$ cat config.mk
export PLATFORM = sky130hd
export DESIGN_NAME = mem_stage_lsu_flat
export DESIGN_NICKNAME = d
export VERILOG_FILES = /design/src/rtl/mem_stage_lsu_pkg.sv /design/src/rtl/mem_stage_lsu_if.sv /design/src/rtl/mem_stage_lsu_load_extend.sv /design/src/rtl/mem_stage_lsu.sv /design/src/flat_wrapper.sv
export SDC_FILE = /design/constraint.sdc
export NUM_CORES = 1
export LEC_CHECK = 0
export BUFFER_PORTS_ARGS = -buffer_cell sky130_fd_sc_hd__buf_4
export CORE_ASPECT_RATIO = 0.5
export CORE_UTILIZATION = 40
export DETAILED_ROUTE_END_ITERATION = 8
export GPL_TIMING_DRIVEN = 0
export PLACE_DENSITY = 0.68
export SYNTH_ARGS = -nofsm -noshare
export SYNTH_HDL_FRONTEND = slang
export SYNTH_HIERARCHICAL = 1
export SYNTH_SLANG_ARGS = --single-unit
$ cat constraint.sdc
create_clock -name clk -period 2.4 [get_ports clk]
set_input_delay 0.48 -clock clk [delete_from_list [all_inputs] [get_ports clk]]
set_output_delay 0.48 -clock clk [all_outputs]
set_load 0.03 [all_outputs]
$ cat src/rtl/mem_stage_lsu_pkg.sv
// mem_stage_lsu_pkg: shared types and encodings for the memory-stage LSU.
// Holds the FSM state enum, Funct3 size/sign codes, the ResultSrc load code
// and small helpers for lane alignment and byte enables.
package mem_stage_lsu_pkg;

    typedef enum logic [1:0] {
        ST_IDLE = 2'd0,
        ST_REQ  = 2'd1,
        ST_WAIT = 2'd2,
        ST_DONE = 2'd3
    } lsu_state_t;

    // Funct3 load/store encodings
    localparam logic [2:0] F3_B  = 3'b000;
    localparam logic [2:0] F3_H  = 3'b001;
    localparam logic [2:0] F3_W  = 3'b010;
    localparam logic [2:0] F3_BU = 3'b100;
    localparam logic [2:0] F3_HU = 3'b101;

    // Access size is Funct3[1:0]
    localparam logic [1:0] SZ_BYTE = 2'b00;
    localparam logic [1:0] SZ_HALF = 2'b01;
    localparam logic [1:0] SZ_WORD = 2'b10;

    // ResultSrc value that marks a load in the M stage
    localparam logic [1:0] RESULTSRC_LOAD = 2'b01;

    // Force the byte offset down to the natural alignment of the access size
    function automatic logic [1:0] align_offset(input logic [1:0] size, input logic [1:0] off);
        case (size)
            SZ_BYTE: return off;
            SZ_HALF: return {off[1], 1'b0};
            SZ_WORD: return 2'b00;
            default: return 2'b00;
        endcase
    endfunction

    // Byte enables for an already aligned offset
    function automatic logic [3:0] byte_enable(input logic [1:0] size, input logic [1:0] off);
        case (size)
            SZ_BYTE: return 4'b0001 << off;
            SZ_HALF: return 4'b0011 << {off[1], 1'b0};
            default: return 4'b1111;
        endcase
    endfunction

endpackage

$ cat src/rtl/mem_stage_lsu_if.sv
// mem_stage_lsu_if: request/response bus between the LSU and data memory.
interface mem_stage_lsu_if #(
    parameter int XLEN = 32
);
    logic            mem_req;
    logic            mem_we;
    logic [XLEN-1:0] mem_addr;
    logic [XLEN-1:0] mem_wdata;
    logic [3:0]      mem_be;
    logic            mem_ready;
    logic            mem_rvalid;
    logic [XLEN-1:0] mem_rdata;

    modport master (
        output mem_req, mem_we, mem_addr, mem_wdata, mem_be,
        input  mem_ready, mem_rvalid, mem_rdata
    );

    modport slave (
        input  mem_req, mem_we, mem_addr, mem_wdata, mem_be,
        output mem_ready, mem_rvalid, mem_rdata
    );
endinterface

$ cat src/rtl/mem_stage_lsu_load_extend.sv
// mem_stage_lsu_load_extend: picks the addressed byte/half lane out of the
// returned word and sign- or zero-extends it according to Funct3.
module mem_stage_lsu_load_extend
    import mem_stage_lsu_pkg::*;
#(
    parameter int XLEN = 32
) (
    input  logic [XLEN-1:0] rdata_i,
    input  logic [1:0]      offset_i,
    input  logic [2:0]      funct3_i,
    output logic [XLEN-1:0] data_o
);

    logic [7:0]  byte_lane;
    logic [15:0] half_lane;

    assign byte_lane = rdata_i[{offset_i, 3'b000} +: 8];
    assign half_lane = rdata_i[{offset_i[1], 4'b0000} +: 16];

    // Extend the selected lane; a word passes straight through
    always_comb begin
        data_o = rdata_i;
        case (funct3_i)
            F3_B:    data_o = {{(XLEN-8){byte_lane[7]}}, byte_lane};
            F3_H:    data_o = {{(XLEN-16){half_lane[15]}}, half_lane};
            F3_W:    data_o = rdata_i;
            F3_BU:   data_o = {{(XLEN-8){1'b0}}, byte_lane};
            F3_HU:   data_o = {{(XLEN-16){1'b0}}, half_lane};
            default: data_o = rdata_i;
        endcase
    end

endmodule

$ cat src/rtl/mem_stage_lsu.sv
// mem_stage_lsu: M-stage load/store unit. Turns a store/load in the M stage
// into one memory handshake, stalling the pipeline until it completes.
// Optional macro MISALIGN_TRAP_EN: misaligned half/word accesses are flagged
// on MisalignM instead of being issued; without it the low address bits are
// masked to the access size.
module mem_stage_lsu
    import mem_stage_lsu_pkg::*;
#(
    parameter int XLEN = 32
) (
    input  logic            clk,
    input  logic            rst_n,
    input  logic            MemWriteM,
    input  logic [1:0]      ResultSrcM,
    input  logic [XLEN-1:0] ALUResultM,
    input  logic [XLEN-1:0] WriteDataM,
    input  logic [2:0]      Funct3M,
    output logic            StallM,
    output logic [XLEN-1:0] ReadDataM,
    output logic            MisalignM,
    mem_stage_lsu_if.master mem
);

    lsu_state_t      state_q;
    logic            access;
    logic            misaligned;
    logic            start;
    logic [1:0]      size;
    logic [1:0]      offset_d, offset_q;
    logic [3:0]      be_d, be_q;
    logic [XLEN-1:0] wdata_d, wdata_q;
    logic [XLEN-1:0] addr_q;
    logic [XLEN-1:0] read_data_q;
    logic [XLEN-1:0] load_data;
    logic            we_q;
    logic [2:0]      funct3_q;

    assign access   = MemWriteM | (ResultSrcM == RESULTSRC_LOAD);
    assign size     = Funct3M[1:0];
    assign offset_d = align_offset(size, ALUResultM[1:0]);
    assign be_d     = byte_enable(size, offset_d);
    assign start    = access & ~misaligned;

`ifdef MISALIGN_TRAP_EN
    logic misalign_q;

    assign misaligned = ((size == SZ_HALF) && ALUResultM[0]) ||
                        ((size == SZ_WORD) && (ALUResultM[1:0] != 2'b00));

    // One-cycle trap flag for a misaligned access seen while idle
    always_ff @(posedge clk) begin
        if (!rst_n) misalign_q <= 1'b0;
        else        misalign_q <= (state_q == ST_IDLE) && access && misaligned;
    end

    assign MisalignM = misalign_q;
`else
    assign misaligned = 1'b0;
    assign MisalignM  = 1'b0;
`endif

    // Store data replicated across every lane so the byte enables pick it up
    always_comb begin
        wdata_d = WriteDataM;
        case (size)
            SZ_BYTE: wdata_d = {(XLEN/8){WriteDataM[7:0]}};
            SZ_HALF: wdata_d = {(XLEN/16){WriteDataM[15:0]}};
            default: wdata_d = WriteDataM;
        endcase
    end

    mem_stage_lsu_load_extend #(.XLEN(XLEN)) u_load_extend (
        .rdata_i  (mem.mem_rdata),
        .offset_i (offset_q),
        .funct3_i (funct3_q),
        .data_o   (load_data)
    );

    // Access FSM: request attributes are latched on leaving IDLE so the bus
    // stays stable even if the M-stage inputs wobble
    always_ff @(posedge clk) begin
        if (!rst_n) begin
            state_q     <= ST_IDLE;
            read_data_q <= '0;
            addr_q      <= '0;
            wdata_q     <= '0;
            be_q        <= '0;
            we_q        <= 1'b0;
            offset_q    <= 2'b00;
            funct3_q    <= 3'b000;
        end else begin
            case (state_q)
                ST_IDLE: begin
                    if (start) begin
                        state_q  <= ST_REQ;
                        addr_q   <= {ALUResultM[XLEN-1:2], 2'b00};
                        wdata_q  <= wdata_d;
                        be_q     <= be_d;
                        we_q     <= MemWriteM;
                        offset_q <= offset_d;
                        funct3_q <= Funct3M;
                    end
                end
                ST_REQ: begin
                    if (mem.mem_ready) state_q <= we_q ? ST_DONE : ST_WAIT;
                end
                ST_WAIT: begin
                    if (mem.mem_rvalid) begin
                        read_data_q <= load_data;
                        state_q     <= ST_DONE;
                    end
                end
                ST_DONE: state_q <= ST_IDLE;
                default: state_q <= ST_IDLE;
            endcase
        end
    end

    // Stall rises in the same cycle the access is seen; reset wins over everything
    assign StallM = rst_n & (((state_q == ST_IDLE) & start) |
                             (state_q == ST_REQ) | (state_q == ST_WAIT));

    assign mem.mem_req   = rst_n & (state_q == ST_REQ);
    assign mem.mem_we    = we_q;
    assign mem.mem_addr  = addr_q;
    assign mem.mem_wdata = wdata_q;
    assign mem.mem_be    = be_q;
    assign ReadDataM     = read_data_q;

endmodule

$ cat src/flat_wrapper.sv
// flat-port wrapper written by rule: the top's interface ports become plain ports
module mem_stage_lsu_flat import mem_stage_lsu_pkg::*;
#(
    parameter int XLEN = 32
)
  (clk, rst_n, MemWriteM, ResultSrcM, ALUResultM, WriteDataM, Funct3M, StallM, ReadDataM, MisalignM, mem_mem_req, mem_mem_we, mem_mem_addr, mem_mem_wdata, mem_mem_be, mem_mem_ready, mem_mem_rvalid, mem_mem_rdata);
  mem_stage_lsu_if #(.XLEN(XLEN)) mem_i ();
  input  logic clk;
  input  logic rst_n;
  input  logic MemWriteM;
  input  logic [1:0] ResultSrcM;
  input  logic [XLEN-1:0] ALUResultM;
  input  logic [XLEN-1:0] WriteDataM;
  input  logic [2:0] Funct3M;
  output logic StallM;
  output logic [XLEN-1:0] ReadDataM;
  output logic MisalignM;
  output wire logic [$bits(mem_i.mem_req)-1:0] mem_mem_req;
  output wire logic [$bits(mem_i.mem_we)-1:0] mem_mem_we;
  output wire logic [$bits(mem_i.mem_addr)-1:0] mem_mem_addr;
  output wire logic [$bits(mem_i.mem_wdata)-1:0] mem_mem_wdata;
  output wire logic [$bits(mem_i.mem_be)-1:0] mem_mem_be;
  input wire logic [$bits(mem_i.mem_ready)-1:0] mem_mem_ready;
  input wire logic [$bits(mem_i.mem_rvalid)-1:0] mem_mem_rvalid;
  input wire logic [$bits(mem_i.mem_rdata)-1:0] mem_mem_rdata;
  assign mem_mem_req = mem_i.mem_req;
  assign mem_mem_we = mem_i.mem_we;
  assign mem_mem_addr = mem_i.mem_addr;
  assign mem_mem_wdata = mem_i.mem_wdata;
  assign mem_mem_be = mem_i.mem_be;
  assign mem_i.mem_ready = mem_mem_ready;
  assign mem_i.mem_rvalid = mem_mem_rvalid;
  assign mem_i.mem_rdata = mem_mem_rdata;
  mem_stage_lsu #(.XLEN(XLEN)) u_core (.clk(clk), .rst_n(rst_n), .MemWriteM(MemWriteM), .ResultSrcM(ResultSrcM), .ALUResultM(ALUResultM), .WriteDataM(WriteDataM), .Funct3M(Funct3M), .StallM(StallM), .ReadDataM(ReadDataM), .MisalignM(MisalignM), .mem(mem_i));
endmodule
==> impl_results.md <==
- Maxcap violations: 0
- Outcome: finished clean
- IO buf count: 204
- Post-synth EDFFs: 0
- # rows: 29
- Syn avg cell area: 8.27 um2
- Initial antenna violation count: 0
- Vias after detailed routing: 5185
- Crit path capture type: output port
- Critical path buffers and inverters: 4
- Worst path max stage delay: 0.35 ns
- Crit Path Category: flop to output port
- Worst VDD drop: 0.498 mV
- Setup Slack @ Placement: 0.328 ns
- Main synth FF type: dfxtp_1
- Drt initial violations: 246
- Top cell type's share of synthesized area: 0.405
- Worst slew pin tran: 0.640 ns
- Core Util, Final: 0.574
- Register area share after synthesis: 0.405
- Final setup TNS: 0 ns
- Setup violators final: 0
- Num CTS Buffers: 9
- Ant. Diodes: 0
- Cell chain of the critical path: inv_1 -> ha_2 -> o21a_1 -> buf_6 -> buf_6 -> o31a_1 -> buf_4
- Number of fill cells in the layout: 1224
- Synthesized area: 5240 um2
- Synth top cells by count: nand2_1 (204), dfxtp_1 (106), a21boi_1 (48)
- Clk_lat worst skew: 0.35 ns
- CP delay by family, top: buffers and inverters
- Hold buffers post-CTS: 0
- Vias per cell: 5.05
- Worst-path fanout max: 10
- Pleak: 3.39 nW
- Share of layout cells above drive strength 1: 0.310
- Clock transition at path regs: 0.07 ns
- Syn. warnings: 6
- Fin. Hold Viols: 0
- CTS Root Cell: clkbuf_16
- Synthesis-to-finish area growth: 39.5%
- Top cell by count, worst path: buf_6
- Setup ws final: 0.104 ns
- Synth Register Bits: 106
- First-pass GRT wire length: 25000 um
- Final HPWL DP: 12300 um
- Total track usage: 0.234
- Worst endpoint required time: 1.92 ns
- RSZ-0062 raised after global routing: no
- DRC: 0
- Die Y: 82.9 um
- WP data arrival: 1.82 ns
- Vias in the first global route: 4959
- Max transition margin: 0.573
- Post-Place Cells: 1010
- CTS H-tree depth: 3
- Clk sink count: 106
- Critical path startpoint category: flop
- Largest net degree at the start of global routing: 18
- Layout Nets: 961
- DRT Wirelength: 15900 um
- Worst min path class: input port to flop
- Reg2Reg Depth: 7
- Asr flop ratio synth: 0
- Post-synth top area cell: dfxtp_1
- Tmin final: 2.30 ns
- WHS Path Cells: 3
- Fin crit share: 0.957
- Global placement routability congestion: 0.915
- Drt pass-1 iters: 5
- CTS tree: yes
- Final ANT Viol Nets: 0
- IO Count: 210
- Pwr/cell area: 984 nW/um2
- Core Region: 12700 um2
- Worst Clk Skew: 0.0106 ns
- Final Slew Violations: 0
- Library cells used by synthesis: 42
- DIE WIDTH: 164 um
- Top cells by area, synth: dfxtp_1 (40%), nand2_1 (15%), a21boi_1 (6.9%)
- Levels on crit path: 7
- Initial core utilization: 0.411
- WL per Instance: 15.5 um
- Count leader, synth: nand2_1
- Die area: 13600 um2
- Gr ovfl total: 0
- Crit-path slowest cell: dfxtp_2
- Synth Instances: 634
- Clk buf depth: 2
- Fmax: 436 MHz
- Final cell count without fillers: 1026
## worst min-delay path, cell delays in order
cell and delay [ns]:
buf_4 0.10, nand2_1 0.04, a21boi_1 0.05
## cells by family after synthesis
kind of cell | after synthesis | synth area share
other cells | 1 | 0.000716
mux | 33 | 0.0657
simple gates | 266 | 0.215
buf+inv | 62 | 0.0690
fa+ha+maj | 4 | 0.00955
flops | 106 | 0.405
compound gates | 162 | 0.235
## state kept, by name, summed over array words and instances, names as in the netlist
signal and cells:
u_core/funct3_q 3, u_core/mem.mem_wdata 32, u_core/ReadDataM 32, u_core/state_q 2, u_core/mem.mem_we 1, u_core/mem.mem_be 4, u_core/offset_q 2, u_core/mem.mem_addr 30
## layer usage
metal  GRT usage  share of wire  vias up
met5           0              0        -
met4      0.0665          0.018        0
met3      0.0500          0.062       20
met2       0.383           0.47      165
met1       0.310           0.45     2430
li1            -              -     2570
## what timing repair did
action,in CTS,in global routing
endpoints found under the hold margin,0,0
setup endpoints to repair,1,1
buffers inserted,0,0
gates resized for setup,1,2
## through the flow
| stage | power, mW | hold WS [ns] | cell area (um2) |
|---|---|---|---|
| floorplan | 4.53 | 0.434 | 5250 |
| global placement | 5.62 | 0.440 | 6990 |
| detailed placement | 5.67 | 0.445 | 6990 |
| CTS | 7.24 | 0.369 | 7310 |
| global route | 7.61 | 0.372 | 7310 |
| finish | 7.19 | 0.376 | 7310 |
## cell type report
cell class / count / area, um2 / area share
clock buffers: 11 / 253 / 0.0346
well taps: 170 / 213 / 0.0291
flip-flops and latches: 106 / 2120 / 0.291
multi-input cells: 468 / 2770 / 0.378
inverters: 4 / 15.0 / 0.00205
repair buffers: 204 / 1530 / 0.209
plain buffers: 58 / 347 / 0.0474
clock inverters: 5 / 61.3 / 0.00839
## power breakdown
part	internal, mW	switching [mW]	total, mW
combinational	1.32	1.98	3.29
sequential	2.13	0.209	2.34
clock	0.873	0.680	1.55
## cell usage in the layout, fill, tap and decap left out, types with 11 or more instances in the layout
cell,instances
dfxtp_1,104
o21ai_0,17
a21boi_1,48
mux2i_1,31
nand2_1,204
a21boi_0,31
nor2_1,11
a21oi_1,16
nand3_1,19
o211a_1,17
clkbuf_1,23
buf_4,215
## final timing paths
check                                                     startpoint                              endpoint  slack, ns
worst max register to register       u_core/offset_q[0]$_SDFFE_PN0P_     u_core/ReadDataM[31]$_SDFFE_PN0P_       0.40
worst min register to register  u_core/mem.mem_addr[28]$_SDFFE_PN0P_  u_core/mem.mem_addr[28]$_SDFFE_PN0P_       0.45
worst min-delay path                                  ALUResultM[11]  u_core/mem.mem_addr[11]$_SDFFE_PN0P_       0.38
worst max-delay path                  u_core/state_q[0]$_SDFFE_PN0P_                                StallM       0.10
Note: power is estimated with default switching activity, not from simulation.
